### src/rtl/spike_column_arbiter.sv
// spike_column_arbiter
// Collects per-column spike events into small per-column FIFOs and issues them
// one per cycle to the spike router, with round-robin fairness between columns.
// Events arriving at a full FIFO that is not being popped are dropped. Dropped
// events are counted in a saturating counter and flagged by a sticky overflow bit.
//
// Build option: define SPIKE_ARB_STRICT_PRIO_EN to remove the round-robin
// pointer. Arbitration then always picks the lowest-index non-empty column.
//
// Handshake: out_valid/out_col/out_on_off describe one spike. A transfer happens
// on a rising edge where out_valid=1 and out_ready=1. Once out_valid is raised,
// out_col and out_on_off hold stable until that transfer, or until reset.
module spike_column_arbiter #(
    parameter int NUM_COLS   = 4,
    parameter int FIFO_DEPTH = 4,
    parameter int CNT_W      = 16,
    localparam int COL_W     = (NUM_COLS > 1) ? $clog2(NUM_COLS) : 1
) (
    input  logic                clk,
    input  logic                reset,
    input  logic [NUM_COLS-1:0] col_valid,
    input  logic [NUM_COLS-1:0] col_on_off,
    output logic                out_valid,
    input  logic                out_ready,
    output logic [COL_W-1:0]    out_col,
    output logic                out_on_off,
    input  logic                clear_stats,
    output logic [CNT_W-1:0]    drop_count,
    output logic                overflow,
    output logic [NUM_COLS-1:0] fifo_full
);

    // FIFO address width. Each pointer has one extra wrap bit so that
    // full and empty can be told apart.
    localparam int AW    = $clog2(FIFO_DEPTH);
    localparam int PW    = AW + 1;
    // Width large enough to hold the number of drops in one cycle.
    localparam int DW    = $clog2(NUM_COLS + 1);
    // Sum width for the saturating add. It holds the counter plus a full cycle of drops.
    localparam int SUM_W = CNT_W + DW;

    typedef enum logic {
        ST_IDLE    = 1'b0,
        ST_PRESENT = 1'b1
    } state_t;

    // ------------------------------------------------------------------
    // State
    // ------------------------------------------------------------------
    logic            mem_q    [NUM_COLS][FIFO_DEPTH];
    logic [PW-1:0]   wr_ptr_q [NUM_COLS];
    logic [PW-1:0]   wr_ptr_d [NUM_COLS];
    logic [PW-1:0]   rd_ptr_q [NUM_COLS];
    logic [PW-1:0]   rd_ptr_d [NUM_COLS];

    state_t          state_q, state_d;
    logic [COL_W-1:0] grant_q, grant_d;
`ifndef SPIKE_ARB_STRICT_PRIO_EN
    logic [COL_W-1:0] rr_q, rr_d;
`endif

    logic [CNT_W-1:0] drop_count_q, drop_count_d;
    logic             overflow_q, overflow_d;

    // ------------------------------------------------------------------
    // Per-column status
    // ------------------------------------------------------------------
    logic [NUM_COLS-1:0] full;
    logic [NUM_COLS-1:0] pop;
    logic [NUM_COLS-1:0] push_ok;
    logic [NUM_COLS-1:0] drop;
    logic [NUM_COLS-1:0] nonempty_nx;
    logic                handshake;

    logic [COL_W-1:0]    arb_base;
    logic [COL_W-1:0]    arb_sel;
    logic                arb_found;

    logic [DW-1:0]       drop_num;
    logic [CNT_W-1:0]    cnt_base;
    logic [SUM_W-1:0]    cnt_sum;

    assign handshake = (state_q == ST_PRESENT) && out_ready;

`ifndef SPIKE_ARB_STRICT_PRIO_EN
    // Returns the column after c, wrapping from the last column to column 0.
    function automatic logic [COL_W-1:0] next_col(input logic [COL_W-1:0] c);
        if (c == COL_W'(NUM_COLS - 1)) begin
            return '0;
        end
        return c + 1'b1;
    endfunction
`endif

    // Full flags, pop and push decisions. A full FIFO that is popped in the
    // same cycle still accepts the new event.
    always_comb begin
        full    = '0;
        pop     = '0;
        push_ok = '0;
        drop    = '0;
        for (int c = 0; c < NUM_COLS; c++) begin
            full[c]    = (wr_ptr_q[c][AW] != rd_ptr_q[c][AW]) &&
                         (wr_ptr_q[c][AW-1:0] == rd_ptr_q[c][AW-1:0]);
            pop[c]     = handshake && (grant_q == COL_W'(c));
            push_ok[c] = col_valid[c] && (!full[c] || pop[c]);
            drop[c]    = col_valid[c] && full[c] && !pop[c];
        end
    end

    // Next pointers and next occupancy. Arbitration sees the state after this
    // cycle's pushes and pop, so a new event is presented one cycle after enqueue.
    always_comb begin
        nonempty_nx = '0;
        for (int c = 0; c < NUM_COLS; c++) begin
            wr_ptr_d[c]    = wr_ptr_q[c] + PW'(push_ok[c]);
            rd_ptr_d[c]    = rd_ptr_q[c] + PW'(pop[c]);
            nonempty_nx[c] = (wr_ptr_d[c] != rd_ptr_d[c]);
        end
    end

    // Scan start point. After a pop, the scan starts at the column after the granted one.
    always_comb begin
`ifdef SPIKE_ARB_STRICT_PRIO_EN
        arb_base = '0;
`else
        arb_base = handshake ? next_col(grant_q) : rr_q;
`endif
    end

    // Pick the first non-empty column at or after arb_base, wrapping around.
    always_comb begin
        int               idx;
        logic [COL_W-1:0] idx_c;
        arb_found = 1'b0;
        arb_sel   = '0;
        idx       = 0;
        idx_c     = '0;
        for (int i = 0; i < NUM_COLS; i++) begin
            idx = int'(arb_base) + i;
            if (idx >= NUM_COLS) begin
                idx = idx - NUM_COLS;
            end
            idx_c = COL_W'(idx);
            if (!arb_found && nonempty_nx[idx_c]) begin
                arb_found = 1'b1;
                arb_sel   = idx_c;
            end
        end
    end

    // Presenter FSM next state. The grant is frozen while the router stalls.
    always_comb begin
        state_d = state_q;
        grant_d = grant_q;
`ifndef SPIKE_ARB_STRICT_PRIO_EN
        rr_d    = rr_q;
`endif
        case (state_q)
            ST_IDLE: begin
                if (arb_found) begin
                    state_d = ST_PRESENT;
                    grant_d = arb_sel;
                end
            end
            ST_PRESENT: begin
                if (out_ready) begin
`ifndef SPIKE_ARB_STRICT_PRIO_EN
                    rr_d = next_col(grant_q);
`endif
                    if (arb_found) begin
                        grant_d = arb_sel;
                    end else begin
                        state_d = ST_IDLE;
                    end
                end
            end
            default: begin
                state_d = ST_IDLE;
            end
        endcase
    end

    // Drop statistics. A drop in the same cycle as clear_stats takes precedence over the clear.
    always_comb begin
        drop_num = '0;
        for (int c = 0; c < NUM_COLS; c++) begin
            drop_num = drop_num + DW'(drop[c]);
        end
        cnt_base = clear_stats ? '0 : drop_count_q;
        cnt_sum  = SUM_W'(cnt_base) + SUM_W'(drop_num);
        if (cnt_sum > SUM_W'({CNT_W{1'b1}})) begin
            drop_count_d = '1;
        end else begin
            drop_count_d = cnt_sum[CNT_W-1:0];
        end
        overflow_d = (clear_stats ? 1'b0 : overflow_q) | (|drop);
    end

    // Control registers. Reset empties every FIFO and aborts the presented spike.
    always_ff @(posedge clk) begin
        if (reset) begin
            state_q      <= ST_IDLE;
            grant_q      <= '0;
`ifndef SPIKE_ARB_STRICT_PRIO_EN
            rr_q         <= '0;
`endif
            drop_count_q <= '0;
            overflow_q   <= 1'b0;
            for (int c = 0; c < NUM_COLS; c++) begin
                wr_ptr_q[c] <= '0;
                rd_ptr_q[c] <= '0;
            end
        end else begin
            state_q      <= state_d;
            grant_q      <= grant_d;
`ifndef SPIKE_ARB_STRICT_PRIO_EN
            rr_q         <= rr_d;
`endif
            drop_count_q <= drop_count_d;
            overflow_q   <= overflow_d;
            for (int c = 0; c < NUM_COLS; c++) begin
                wr_ptr_q[c] <= wr_ptr_d[c];
                rd_ptr_q[c] <= rd_ptr_d[c];
            end
        end
    end

    // FIFO storage. This array is not reset. The reset pointers make stale entries unreachable.
    always_ff @(posedge clk) begin
        for (int c = 0; c < NUM_COLS; c++) begin
            if (push_ok[c]) begin
                mem_q[c][wr_ptr_q[c][AW-1:0]] <= col_on_off[c];
            end
        end
    end

    // Outputs. The presented on/off value is the head of the granted FIFO,
    // and it is forced to 0 while nothing is presented.
    assign out_valid  = (state_q == ST_PRESENT);
    assign out_col    = grant_q;
    assign out_on_off = out_valid && mem_q[grant_q][rd_ptr_q[grant_q][AW-1:0]];
    assign drop_count = drop_count_q;
    assign overflow   = overflow_q;
    assign fifo_full  = full;

endmodule

### config.mk
export PLATFORM = sky130hd
export DESIGN_NAME = spike_column_arbiter
export DESIGN_NICKNAME = d
export VERILOG_FILES = /design/src/rtl/spike_column_arbiter.sv
export SDC_FILE = /design/constraint.sdc
export NUM_CORES = 1
export LEC_CHECK = 0
export BUFFER_PORTS_ARGS = -buffer_cell sky130_fd_sc_hd__buf_4
export CAP_MARGIN = 20
export CORE_UTILIZATION = 33
export DETAILED_ROUTE_END_ITERATION = 6
export SYNTH_ARGS = -nofsm -noshare
export SYNTH_HDL_FRONTEND = slang
export SYNTH_SLANG_ARGS = --single-unit
### constraint.sdc
create_clock -name clk -period 4.75 [get_ports clk]
set_input_delay 0.475 -clock clk [delete_from_list [all_inputs] [get_ports clk]]
set_output_delay 0.475 -clock clk [all_outputs]
set_load 0.005 [all_outputs]
==> results.md <==
- Finish-stage setup viols: 0
- Worst Tran Pin Value: about 640 ps
- Final Cycle Share: around 80%
- Synth Warn #: 0
- I/O Buffers: 36
- Final WL: between 6000 and 7000 µm
- Hold Path Origin: col_on_off[3]
- Worst Hold End: mem_q[3][3]
- Async S/R FF share, synth: 0%
- CP Capture Type: flop
- Commonest cells post-synth: dfxtp_1 (48), nor2b_1 (26), nor2_1 (25), xnor2_1 (25), ha_1 (22)
- Rows: 36
- Tmin final: 3800 ps
- Element type at the critical path start: flop
- Syn avg cell area: 10.2 µm²
- Fillcell total: 964
- Hold Path Depth: 1
- Residual DRC: 0
- HPWL Detailed: around 4900 µm
- Synth area leader: dfxtp_1
- CTS root buffer: clkbuf_8
- Initial antenna violation count: 0
- Number of global-route vias before repair: 2282
- Post-synthesis sequential element count: 64
- Relative slew slack: 56.8%
- Reg2reg setup slack: 950 ps
- CTS tree: yes
- Layout cells sized above 1: 15.3%
- Final setup TNS: 0 ps
- TritonCTS Sinks: 64
- FF-to-FF End: drop_count[8]
- Post-CTS sizing: 0
- Initial Util: roughly 34%
- Largest net degree at the start of global routing: 47
- Main flop type after synthesis: dfxtp_1
- Non-Filler Instances: 499
- H-tree depth: 3
- Area of the core: 9680 µm²
- Status: completed
- Clk slew on worst S/H paths: 70 ps
- Setup CP Type: flop to flop
- IO Count: 37
- Synth unique cells: 44
- Cell count after synthesis: 321
- Layout net count: 398
- Initial DRC Count: 96
- WP data required: 4960 ps
- Seq/Total Area, Yosys: 43.9%
- First-pass GRT wire length: approximately 11000 µm
- DR vias/cell: 4.74
- Lkg Pwr: between 0.0015 and 0.002 µW
- RD Place Congestion: 0.839
- Final hold vios: 0
- Peak VDD IR: approximately 0.14 mV
- WL/cell: between 10 and 15 µm
- Skew-Pair Late Insertion Delay: 340 ps
- Worst-case clock buffer depth: 2
- Crit Reg-Reg Startpoint: out_col[0]
- RSZ-0062 raised after global routing: no
- Post-CTS setup buffer count: 0
- Post-synth top area share: 29.3%
- Die ar.: 10300 µm²
- Most common cell in the netlist: dfxtp_1
- Num CTS Buffers: 9
- Post-synthesis cell area: 3280 µm²
- Worst Skew: 11.5 ps
- Max-cap viol count: 0
- Maximum fanout along the worst path: 15
- Total GRT Usage: ~14%
- # diodes: 0
- Die Wd: 102 µm
- Total Power: 1380 µW
- CTS Hold Buffers Added: 0
- Synth Net Count: around 360
- Cells after DPL: 483
- Min-Delay Path Class: input port to flop
- Antenna-violating nets left: 0
- Via count: 2363
- Max Slew Vio Count: 0
- Reg2reg path depth: 13
- Total grt overflow: 0
- EDFF count, synth: 16
- Largest cells by area after synthesis: dfxtp_1 (29%), edfxtp_1 (15%), ha_1 (8.4%)
- Die height: between 100 and 150 µm
- Max Clock Freq: between 0.2 and 0.3 GHz
- PwrDens: 352 nW/µm²
- WP data arrival: ~4000 ps
- Area grow syn2layout: 19.0%
- Drt pass-1 iters: 4
routing by layer:
metal	global-route usage, %	routed length, µm	vias to the layer above
met4	8.36	206	0
met2	21.8	3010	37
met1	17.6	3110	1108
met5	0	0	-
li1	-	-	1203
met3	2.62	221	15
state kept, by name, summed over array words and instances (netlist names), named ones only:
signal      count
drop_count     16
mem_q          16
rd_ptr_q       12
wr_ptr_q       12
out_col         2
rr_q            2
out_valid       1
overflow        1
metrics by stage:
step	worst slack, ps	hold slack (ps)	instance area (µm²)	utilization [%]
CTS	939	320	3910	40.3
finish	950	336	3910	40.3
floorplan	1350	478	3280	-
global route	576	325	3910	40.3
global placement	1060	489	3690	38.1
detailed placement	954	498	3690	38.1
placed cells by master (no fill, tap or decap), drive strengths merged, types with 3 or more instances in the layout:
cell,instances
a21oi,12
and2,3
and3,11
and3b,3
buf,36
clkbuf,12
dfxtp,48
edfxtp,16
fa,3
ha,22
inv,10
mux2,3
mux2i,3
mux4,4
nand2,18
nand2b,6
nand3,10
nor2,25
nor2b,26
nor3,12
nor3b,5
nor4,3
o21a,3
o21ai,4
xnor2,25
xor2,17
layout make-up:
type                            instances  area (µm²)  area share [%]
Timing Repair Buffer                   36         270            6.92
Inverter                               10        37.5           0.961
Clock buffer                           12         145            3.72
Multi-Input combinational cell        240        1780            45.5
Tap cell                              133         166            4.26
Sequential cell                        64        1440            36.9
Clock inverter                          4        68.8            1.76
power by group:
part	internal (µW)	total [µW]	leakage, µW	switching (µW)
registers	592	627	0.000537	34.8
logic	114	238	0.000974	124
clock network	308	511	0.000108	204
how the worst max path moves through the flow:
stage	start	to	depth (start not counted)	slack, ps
final	out_col[0]	drop_count[8]	13	950
after global routing	out_col[0]	drop_count[7]	13	580
after CTS	out_col[0]	drop_count[8]	13	940
after detailed placement	out_col[0]	drop_count[8]	13	950
after global placement	out_col[0]	drop_count[9]	13	1060
after floorplan	out_col[0]	drop_count[2]	13	1350
logic make-up (layout without fill, tap and decap cells):
family / Yosys count / after routing / share of synthesized area [%]
buf+inv: 17 / 62 / 1.95
compound gates: 32 / 32 / 6.22
simple gates: 131 / 131 / 21.5
mux: 10 / 10 / 4.92
fa+ha+maj: 25 / 25 / 10.2
flops: 64 / 64 / 43.9
xor+xnor: 42 / 42 / 11.2
worst max-delay path: stages, from the launching register on:
cell	delay, ps
dfxtp_1	460
inv_1	100
ha_1	190
and3_1	150
nor4_1	230
and2_1	240
fa_1	430
fa_1	470
fa_1	440
nand3b_1	130
nor3_1	80
nand3_1	480
o21a_1	210
nor2_1	40
No activity file was read; power rests on OpenSTA's default activity.
